`src/rtl/lane_distributor_4bits_to_4x8_if.sv`:
```
// lane_distributor_4bits_to_4x8_if: nibble input stream and 8-lane output bus of the distributor.
interface lane_distributor_4bits_to_4x8_if #(
    parameter int LANES = 8,
    parameter int W     = 4
);
    logic [W-1:0]               in_data;
    logic                       in_valid;
    logic                       in_ready;
    logic                       mode;
    logic [$clog2(LANES)-1:0]   in_sel;
    logic [LANES*W-1:0]         out;
    logic [LANES-1:0]           out_valid;
    logic [LANES-1:0]           out_ack;
    logic [$clog2(LANES):0]     busy_cnt;

    modport master (
        output in_data, in_valid, mode, in_sel, out_ack,
        input  in_ready, out, out_valid, busy_cnt
    );

    modport slave (
        input  in_data, in_valid, mode, in_sel, out_ack,
        output in_ready, out, out_valid, busy_cnt
    );
endinterface

```
`src/rtl/lane_distributor_4bits_to_4x8.sv`:
```
// lane_distributor_4bits_to_4x8: parks 4-bit nibbles into 8 lane registers, round-robin or addressed,
// drained per lane by ack; empty lanes read zero so the bus can be OR-merged downstream.
module lane_distributor_4bits_to_4x8 #(
    parameter int LANES = 8,
    parameter int W     = 4
) (
    input logic clk,
    input logic rst_n,
    lane_distributor_4bits_to_4x8_if.slave bus
);
    localparam int PW = $clog2(LANES);
    localparam int CW = PW + 1;

    logic [PW-1:0]      ptr_q, ptr_d, tgt;
    logic [LANES*W-1:0] out_q, out_d;
    logic [LANES-1:0]   vld_q, vld_d, drained;
    logic [CW-1:0]      cnt_q, cnt_d, n_drained;
    logic               rdy, wr;

    always_comb begin
        tgt       = bus.mode ? bus.in_sel : ptr_q;
        rdy       = rst_n & (~vld_q[tgt] | bus.out_ack[tgt]);
        wr        = bus.in_valid & rdy;
        drained   = vld_q & bus.out_ack;
        n_drained = '0;
        out_d     = out_q;
        vld_d     = vld_q;
        // a write to a lane acked in the same cycle wins, giving a zero-bubble refill
        for (int i = 0; i < LANES; i++) begin
            n_drained          = n_drained + CW'(drained[i]);
            out_d[W*i +: W]    = (wr && tgt == PW'(i)) ? bus.in_data : (drained[i] ? '0 : out_q[W*i +: W]);
            vld_d[i]           = (wr && tgt == PW'(i)) | (vld_q[i] & ~drained[i]);
        end
        cnt_d = cnt_q + CW'(wr) - n_drained;
        ptr_d = (wr && !bus.mode) ? ptr_q + PW'(1) : ptr_q;
    end

    always_ff @(posedge clk) begin
        if (!rst_n) begin
            ptr_q <= '0;
            out_q <= '0;
            vld_q <= '0;
            cnt_q <= '0;
        end else begin
            ptr_q <= ptr_d;
            out_q <= out_d;
            vld_q <= vld_d;
            cnt_q <= cnt_d;
        end
    end

    assign bus.in_ready  = rdy;
    assign bus.out       = out_q;
    assign bus.out_valid = vld_q;
    assign bus.busy_cnt  = cnt_q;
endmodule

```
`src/flat_wrapper.sv`:
```
// flat-port wrapper written by rule: the top's interface ports become plain ports
module lane_distributor_4bits_to_4x8_flat 
#(
    parameter int LANES = 8,
    parameter int W     = 4
)
  (clk, rst_n, bus_in_data, bus_in_valid, bus_mode, bus_in_sel, bus_out_ack, bus_in_ready, bus_out, bus_out_valid, bus_busy_cnt);
  lane_distributor_4bits_to_4x8_if #(.LANES(LANES), .W(W)) bus_i ();
  input logic clk;
  input logic rst_n;
  input wire logic [$bits(bus_i.in_data)-1:0] bus_in_data;
  input wire logic [$bits(bus_i.in_valid)-1:0] bus_in_valid;
  input wire logic [$bits(bus_i.mode)-1:0] bus_mode;
  input wire logic [$bits(bus_i.in_sel)-1:0] bus_in_sel;
  input wire logic [$bits(bus_i.out_ack)-1:0] bus_out_ack;
  output wire logic [$bits(bus_i.in_ready)-1:0] bus_in_ready;
  output wire logic [$bits(bus_i.out)-1:0] bus_out;
  output wire logic [$bits(bus_i.out_valid)-1:0] bus_out_valid;
  output wire logic [$bits(bus_i.busy_cnt)-1:0] bus_busy_cnt;
  assign bus_i.in_data = bus_in_data;
  assign bus_i.in_valid = bus_in_valid;
  assign bus_i.mode = bus_mode;
  assign bus_i.in_sel = bus_in_sel;
  assign bus_i.out_ack = bus_out_ack;
  assign bus_in_ready = bus_i.in_ready;
  assign bus_out = bus_i.out;
  assign bus_out_valid = bus_i.out_valid;
  assign bus_busy_cnt = bus_i.busy_cnt;
  lane_distributor_4bits_to_4x8 #(.LANES(LANES), .W(W)) u_core (.clk(clk), .rst_n(rst_n), .bus(bus_i));
endmodule
```
`config.mk`:
```
export PLATFORM = sky130hd
export DESIGN_NAME = lane_distributor_4bits_to_4x8_flat
export DESIGN_NICKNAME = d
export VERILOG_FILES = /design/src/rtl/lane_distributor_4bits_to_4x8_if.sv /design/src/rtl/lane_distributor_4bits_to_4x8.sv /design/src/flat_wrapper.sv
export SDC_FILE = /design/constraint.sdc
export NUM_CORES = 1
export LEC_CHECK = 0
export CAP_MARGIN = 20
export CELL_PAD_IN_SITES_DETAIL_PLACEMENT = 0
export CELL_PAD_IN_SITES_GLOBAL_PLACEMENT = 1
export CORE_ASPECT_RATIO = 0.8
export CORE_UTILIZATION = 40
export DETAILED_ROUTE_END_ITERATION = 8
export PLACE_DENSITY = 0.86
export SETUP_SLACK_MARGIN = 0.5
export SKIP_CTS_REPAIR_TIMING = 1
export SYNTH_ARGS = -nofsm -noshare
export SYNTH_HDL_FRONTEND = slang
export SYNTH_SLANG_ARGS = --single-unit
```
`constraint.sdc`:
```
create_clock -name clk -period 11.4 [get_ports clk]
set_clock_uncertainty 0.1 [all_clocks]
set_input_delay 1.14 -clock clk [delete_from_list [all_inputs] [get_ports clk]]
set_output_delay 1.14 -clock clk [all_outputs]
set_load 0.1 [all_outputs]
```
==> flow_summary.json, run 1 <==
{
  "powerDensity_nw_per_um2": 129.4,
  "die_h_um": 72.69,
  "cts.path.max_buffers": 2,
  "worst_ep_arrival_time_ns": 4.58,
  "tns_ns": 0,
  "fin_cells": 392,
  "cts_buffers": 5,
  "dp_hpwl_mm": 4.447,
  "dpl_worst_slack_ns": 5.585,
  "htreeDepth": 2,
  "status": "finished, final reports clean",
  "whs_ns": 0.3752,
  "gr-usage-met1_pct": 29.00,
  "total_power_mw": 0.4196,
  "cp-start-kind": "input port",
  "cts.sinks": 47,
  "track_usage_pct": 19.30,
  "synth.area.top_cells": "dfxtp_1, mux2i_1, nand3_1",
  "finalCoreUtilization_pct": 54.26,
  "dp_cells": 384,
  "core_area_um2": 5974,
  "final_nets": 343,
  "fp.dieW_um": 90.37,
  "clk_latency_ns": 0.30,
  "period_needed_ns": 5.816,
  "ys_seq_area_share_pct": 37.66,
  "cts_tree": "built",
  "drc": 0,
  "io_buffers": 63,
  "netlist_instances": 252,
  "via_per_inst": 5.082,
  "area_growth_pct": 29.74,
  "end_kind": "output pin",
  "grt_first_pass_wirelength_mm": 9.825,
  "min_path_cells": 2,
  "syn_nets": 285,
  "gr-total-overflow": 0,
  "start_util_pct": 41.82,
  "ir_worst_vdd_uv": 84.72,
  "async_reset_ff_share_pct": 0,
  "cts-root-buf": "clkbuf_8",
  "detail_route.wl_per_cell_um": 15.38,
  "hp-class": "reg -> reg",
  "syn_area_um2": 2499,
  "setup_viol": 0,
  "place.gp.congestion": 0.8218,
  "dieArea_um2": 6569,
  "fmax_mhz": 172.0,
  "routed_wl_mm": 6.030,
  "synth_top_cell_by_area": "dfxtp_1",
  "synth_warnings": 0,
  "drive_gt1_share_pct": 6.431,
  "grt_setup_unrepaired": "false",
  "r2r_cells": 15,
  "layout_commonest_cell": "clkdlybuf4s50_1",
  "layout_setup_ws_ns": 5.584,
  "max-cap-violations": 0,
  "slew-limit-headroom_pct": 32.90,
  "synth-seq-cells": 47,
  "crit_fanout": 12,
  "clkSlewWorstSetupHoldPaths_ns": 0.09,
  "std_cell_rows": 25,
  "post_dp_cell_area_um2": 3143,
  "grt_pass1_vias": 1899,
  "reg2reg_setup_slack_ns": 7.09,
  "grt_max_degree": 53,
  "yosysUniqueCellTypes": 33,
  "ios": 64,
  "grt_use_met3_pct": 5.313,
  "grt_util_met2_pct": 27.48,
  "fin_area_um2": 3242,
  "dr.pass1.iters": 4,
  "worstSetupPathType": "in -> out",
  "antenna_cells": 0,
  "synth_top_cell_area_share_pct": 37.66,
  "vias": 1992,
  "critPathRequiredTime_ns": 10.16,
  "worst_pin_slew_ns": 1.003,
  "dr.first_iter.drc_count": 112,
  "power.leakage_nw": 1.376,
  "antenna_found_initial": 0,
  "synthFlopType": "dfxtp_1",
  "hold_violations": 0,
  "busiest_layer": "met1",
  "avgSynthCellArea_um2": 9.915,
  "drtAntennaViolNets": 0,
  "min_period_over_period_pct": 51.01,
  "final_cell_mix": "clkdlybuf4s50_1, dfxtp_1, mux2i_1",
  "synth-edff-count": 0,
  "drv_slew": 0
}
## report_power, final
part	leakage [nW]	switching [mW]	internal [mW]	total, mW
Clock	0.0474	0.0589	0.0496	0.108
Combinational	0.948	0.0904	0.0434	0.134
Sequential	0.381	0.00535	0.172	0.177
Total	1.38	0.155	0.265	0.420
## cells by family after synthesis
family / synth area share [%]
buffers and inverters: 7.260
AND/OR/NAND/NOR: 22.53
AO/OA/AOI/OAI: 5.508
flip-flops: 37.66
XOR/XNOR: 1.052
multiplexers: 17.18
adder cells (fa/ha/maj): 8.814
## cell usage after synthesis, types with 2 or more instances
library cell	n
dfxtp_1	47
mux2i_1	38
nand3_1	33
nand2_1	25
inv_1	23
a21oi_1	8
ha_1	8
nand2b_1	7
buf_6	6
clkbuf_1	6
fa_1	6
nor2b_1	6
and3b_1	4
nand4_4	4
nor2_1	4
o21a_1	4
and2_1	3
and3_1	2
o22ai_1	2
o32ai_2	2
xnor2_1	2
## layout make-up
type	instances	area (µm²)
Fill cell	555	2733
Tap cell	81	101.3
Clock buffer	6	82.58
Multi-Input combinational cell	169	1376
Inverter	23	86.33
Clock inverter	2	16.27
Sequential cell	47	940.9
Timing Repair Buffer	64	638.1
## worst max-delay path: stages
cell	delay, ns
clkdlybuf4s50_1	0.78
mux2i_1	0.39
mux4_1	0.61
nand4_2	0.28
nand2_1	0.12
nor2_1	0.11
clkdlybuf4s50_1	1.14
## per-layer routing
metal | share of wire (%) | wire length (µm)
met3 | 7.9 | 479
met2 | 42 | 2505
met1 | 50 | 3015
met5 | 0 | 0
met4 | 0.50 | 30
## path summary, 6_finish.rpt
check	startpoint	to
worst max-delay path	bus_mode	bus_in_ready
worst min-delay path	u_core.bus.out[20]	u_core.bus.out[20]
worst max register to register	u_core.ptr_q[0]	u_core.bus.busy_cnt[3]
worst min register to register	u_core.bus.out[20]	u_core.bus.out[20]
## registers in the layout, indices dropped and copies added, names as in the netlist
register and flops:
u_core.bus.out_valid 8, u_core.ptr_q 3, u_core.bus.busy_cnt 4, u_core.bus.out 32
(Power assumes the default switching activity.)
==> run 2, diff against run 1 <==
Settings changed: CORE_UTILIZATION 40 to 37, PLACE_DENSITY 0.86 to 0.81.
Clock period 11.4 ns to 5.9 ns, I/O delays scaled along.
==> flow_summary.json, run 2 (synthesis gave the netlist of run 1 again) <==
{
  "total_power_mw": 0.8858,
  "routed_wl_mm": 6.402,
  "place.gp.congestion": 0.8356,
  "std_cell_rows": 26,
  "core_area_um2": 6441,
  "pwr-share-comb_pct": 29.4,
  "cts.path.max_buffers": 2,
  "fin_cells": 395,
  "dr.pass1.iters": 4,
  "swShare_pct": 33.88,
  "vias": 1978,
  "cts-root-buf": "clkbuf_8",
  "cts_tree": "built",
  "hp-class": "reg -> reg",
  "slowest_delay_ns": 0.80,
  "worst_pin_slew_ns": 0.9967,
  "grt_pass1_vias": 1958,
  "dp_hpwl_mm": 4.693,
  "end_kind": "register",
  "power.leakage_nw": 1.395,
  "track_usage_pct": 19.60,
  "drive_gt1_share_pct": 6.431,
  "multi_input_area_um2": 1376,
  "io_buffers": 63,
  "ir_worst_vdd_uv": 156.1,
  "slew-limit-headroom_pct": 33.35,
  "min_period_over_period_pct": 83.76,
  "grt_max_degree": 52,
  "htreeDepth": 2,
  "start_util_pct": 38.79,
  "slowest_stage": "clkdlybuf4s50_1",
  "dieArea_um2": 7088,
  "cts.sinks": 47,
  "tns_ns": 0,
  "drtAntennaViolNets": 0,
  "grt_first_pass_wirelength_mm": 10.34,
  "setup_viol": 0,
  "largest_register_ff_count": 32,
  "cp_cell_sequence": "clkdlybuf4s50_1 > mux2i_1 > mux4_1 > nand4_2 > nand2_1 > nor2_1 > fa_1 > fa_1 > inv_1 > fa_1 > inv_1 > fa_1 > ha_1 > xor2_1 > xnor2_1 > nor2_1",
  "max-cap-violations": 0,
  "status": "finished, final reports clean",
  "final_cell_mix": "clkdlybuf4s50_1, dfxtp_1, mux2i_1",
  "layout_commonest_cell": "clkdlybuf4s50_1",
  "clk_latency_ns": 0.30,
  "final-seq-area_um2": 940.9,
  "fmax_mhz": 202.3,
  "drv_slew": 0,
  "final_nets": 343,
  "period_needed_ns": 4.942,
  "via_per_inst": 5.008,
  "drc": 0,
  "fp.dieW_um": 93.88,
  "gr-total-overflow": 0,
  "clkPwrFrac_pct": 31.8,
  "dr.first_iter.drc_count": 117,
  "fill_cells": 600,
  "cp-start-kind": "input port",
  "crit_fanout": 12,
  "worst_ep_arrival_time_ns": 5.04,
  "powerDensity_nw_per_um2": 270.3,
  "clkSlewWorstSetupHoldPaths_ns": 0.09,
  "worstSetupPathType": "in -> reg",
  "grt_setup_unrepaired": "false",
  "power.switching_mw": 0.3001,
  "dp_cells": 387,
  "critPathRequiredTime_ns": 6.00,
  "cpMostUsedCell": "fa_1",
  "p_int_mw": 0.5857,
  "power_frac_seq_pct": 38.8,
  "antenna_cells": 0,
  "detail_route.wl_per_cell_um": 16.21,
  "ios": 64,
  "cts_buffers": 5,
  "area_growth_pct": 31.15,
  "die_h_um": 75.50,
  "hold_violations": 0,
  "antenna_found_initial": 0
}
run 2: changes by cell type in the layout (fill, tap and decap cells not counted):
cell	change
clkbuf_8	-1
clkinv_4	-1
clkbuf_1	+1
bufinv_16	+2
clkinvlp_4	-1
clkdlybuf4s50_1	-1
buf_4	+1
run 2: final timing paths:
check / startpoint / endpoint / slack, ns / cells after the start
max: bus_mode / u_core.bus.busy_cnt[3] / 0.96 / 16
min: u_core.bus.out[26] / u_core.bus.out[26] / 0.37 / 2
min reg2reg: u_core.bus.out[26] / u_core.bus.out[26] / 0.37 / 2
max reg2reg: u_core.ptr_q[0] / u_core.bus.busy_cnt[3] / 1.58 / 15
run 2: stage by stage:
| step | area (µm²) | hold WS (ns) | setup WS [ns] | util [%] |
|---|---|---|---|---|
| 2_1_floorplan | 2499 | 0.3588 | 1.690 | - |
| 3_5_place_dp | 3144 | 0.3594 | 0.6138 | 48.82 |
| 4_1_cts | 3277 | 0.3787 | 0.9644 | 50.87 |
| 3_3_place_gp | 3144 | 0.3599 | 0.7915 | 48.82 |
| 6_report | 3277 | 0.3738 | 0.9580 | 50.87 |
| 5_1_grt | 3277 | 0.3925 | 0.6727 | 50.87 |
run 2: layout make-up:
cell class                      instances  area share (%)
Sequential cell                        47           28.71
Multi-Input combinational cell        169           42.00
Timing Repair Buffer                   64           19.40
Inverter                               23           2.635
Clock inverter                          2           1.833
Clock buffer                            6           2.215
Tap cell                               84           3.207
run 2: power by group through the flow:
| stage | clock (mW) | sequential, mW | combinational [mW] |
|---|---|---|---|
| 6_report | 0.282 | 0.343 | 0.261 |
| 5_1_grt | 0.304 | 0.346 | 0.285 |
| 3_5_place_dp | 0 | 0.351 | 0.261 |
| 2_1_floorplan | 0 | 0.446 | 0.102 |
| 3_3_place_gp | 0 | 0.351 | 0.259 |
| 4_1_cts | 0.285 | 0.344 | 0.263 |
run 2: worst max-delay path: cells and delay by family:
family / cells / cell delay, ns
fa+ha+maj: 5 / 1.86
buf+inv: 3 / 0.93
simple gates: 4 / 0.68
mux: 2 / 0.68
xor+xnor: 2 / 0.30
run 2: metal layers:
metal  vias to the layer above  routed length (µm)  part of all wire (%)  GRT usage (%)
met5                         -                   0                     0              0
met4                         0                  42                  0.66          4.103
met3                         4                 448                   7.0          5.090
met2                        69                2682                    42          29.03
met1                       927                3229                    50          28.69
li1                        978                   -                     -              -
==> run 3, diff against run 2 <==
Clock period 5.9 ns to 4.74 ns, I/O delays scaled along.
==> flow_summary.json, run 3 (synthesis gave the netlist of run 1 again) <==
{
  "status": "finished, final reports clean",
  "ir_worst_vdd_uv": 203.2,
  "cp_cell_sequence": "nand2b_1 > and2_4 > mux4_2 > nand3_4 > nand2_1 > nor2_1 > fa_1 > fa_1 > inv_1 > fa_1 > inv_1 > fa_1 > ha_1 > xor2_1 > xnor2_1 > nor2_1",
  "top_layer": "met4",
  "end_kind": "register",
  "clkSlewWorstSetupHoldPaths_ns": 0.09,
  "core_area_um2": 6441,
  "power.leakage_nw": 1.440,
  "fin_area_um2": 3303,
  "cts.sinks": 47,
  "worstSetupPathType": "reg -> reg",
  "r2r_cells": 16,
  "min_period_over_period_pct": 84.64,
  "slowest_stage": "dfxtp_1",
  "wl_met2_mm": 2.795,
  "place.gp.congestion": 0.9385,
  "antenna_cells": 0,
  "period_needed_ns": 4.012,
  "powerDensity_nw_per_um2": 318.0,
  "critPathTopFamily": "adder cells",
  "dr.first_iter.drc_count": 70,
  "dr.pass1.iters": 5,
  "drc": 0,
  "via_per_inst": 5.093,
  "hold_end": "u_core.bus.out[22]",
  "layout_commonest_cell": "clkdlybuf4s50_1",
  "timing.rr.end": "u_core.bus.busy_cnt[3]",
  "clk_latency_ns": 0.30,
  "tns_ns": 0,
  "cp-start-kind": "register",
  "area_growth_pct": 32.20,
  "cts-root-buf": "clkbuf_8",
  "largest_register_ff_count": 32,
  "crit_buf_inv": 2,
  "r2r_start": "u_core.ptr_q[1]",
  "slew-limit-headroom_pct": 34.28,
  "setup_viol": 0,
  "cts.path.max_buffers": 2,
  "htreeDepth": 2,
  "gr-total-overflow": 0,
  "worst_ep_arrival_time_ns": 4.10,
  "ios": 64,
  "hold_start": "u_core.bus.out[22]",
  "drtAntennaViolNets": 0,
  "grt_pass1_vias": 1941,
  "reg2reg_setup_slack_ns": 0.73,
  "dp_hpwl_mm": 4.804,
  "detail_route.wl_per_cell_um": 16.03,
  "post_dp_cell_area_um2": 3167,
  "fp.dieW_um": 93.88,
  "hold_violations": 0,
  "hp-class": "reg -> reg",
  "drv_slew": 0,
  "crit_cells": 16,
  "wl_met1_mm": 3.152,
  "wl_met3_um": 408,
  "die_h_um": 75.50,
  "final_cell_mix": "clkdlybuf4s50_1, dfxtp_1, mux2i_1",
  "grt_max_degree": 52,
  "fmax_mhz": 249.3,
  "start_util_pct": 38.79,
  "routed_wl_mm": 6.379,
  "max-cap-violations": 0,
  "cts_tree": "built",
  "critPathRequiredTime_ns": 4.83,
  "min_path_cells": 2,
  "drive_gt1_share_pct": 8.599,
  "track_usage_pct": 18.74,
  "fill_cells": 611,
  "cts_buffers": 5,
  "grt_first_pass_wirelength_mm": 10.07,
  "std_cell_rows": 26,
  "io_buffers": 63,
  "grt_setup_unrepaired": "false",
  "cpMostUsedCell": "fa_1",
  "antenna_found_initial": 0,
  "final_nets": 346,
  "dieArea_um2": 7088,
  "vias": 2027,
  "crit_fanout": 7,
  "slowest_delay_ns": 0.50,
  "worst_pin_slew_ns": 0.9827
}
-- run 3: metal layers --
layer  vias to the layer above  global-route usage [%]
met5                         -                       0
met4                         0                   2.564
met3                         5                   3.892
met2                        69                   30.01
met1                       967                   26.84
li1                        986                       -
-- run 3: stage by stage --
stage	worst slack, ns	total power, mW	cells	hold WS (ns)	util, %
after CTS	0.4194	1.057	398	0.3769	50.91
after floorplan	0.5295	0.6824	252	0.3588	-
final	0.7280	1.050	398	0.3756	51.28
after global placement	0.2157	0.7596	390	0.3590	49.16
after detailed placement	0.08339	0.7623	390	0.3615	49.16
after global routing	0.5028	1.105	398	0.3909	51.28
-- run 3: worst reg2reg max path, stage by stage (launching register included) --
cell	delay (ns)
dfxtp_1	0.50
nand2b_1	0.17
and2_4	0.19
mux4_2	0.35
nand3_4	0.08
nand2_1	0.09
nor2_1	0.06
fa_1	0.37
fa_1	0.49
inv_1	0.05
fa_1	0.35
inv_1	0.08
fa_1	0.42
ha_1	0.22
xor2_1	0.19
xnor2_1	0.15
nor2_1	0.06
-- run 3: worst max path at each step --
stage	startpoint	endpoint	slack (ns)
floorplan	u_core.bus.out_valid[1]	u_core.bus.busy_cnt[3]	0.53
global placement	bus_mode	u_core.bus.busy_cnt[3]	0.22
detailed placement	bus_mode	u_core.bus.busy_cnt[3]	0.08
CTS	bus_mode	u_core.bus.busy_cnt[3]	0.42
global route	u_core.ptr_q[0]	u_core.bus.busy_cnt[3]	0.50
finish	u_core.ptr_q[1]	u_core.bus.busy_cnt[3]	0.73
-- run 3: power breakdown --
group / switching [mW] / internal (mW)
Combinational: 0.222 / 0.105
Sequential: 0.0138 / 0.413
Clock: 0.139 / 0.157
-- run 3: final cells by class --
class                   instances  area [µm²]  area share, %
clock buffers                   5       68.82          2.083
clock inverters                 3       43.79          1.326
inverters                      23       86.33          2.614
multi-input cells             169        1390          42.08
flip-flops and latches         47       940.9          28.48
well taps                      84       105.1          3.182
repair buffers                 67       668.1          20.23
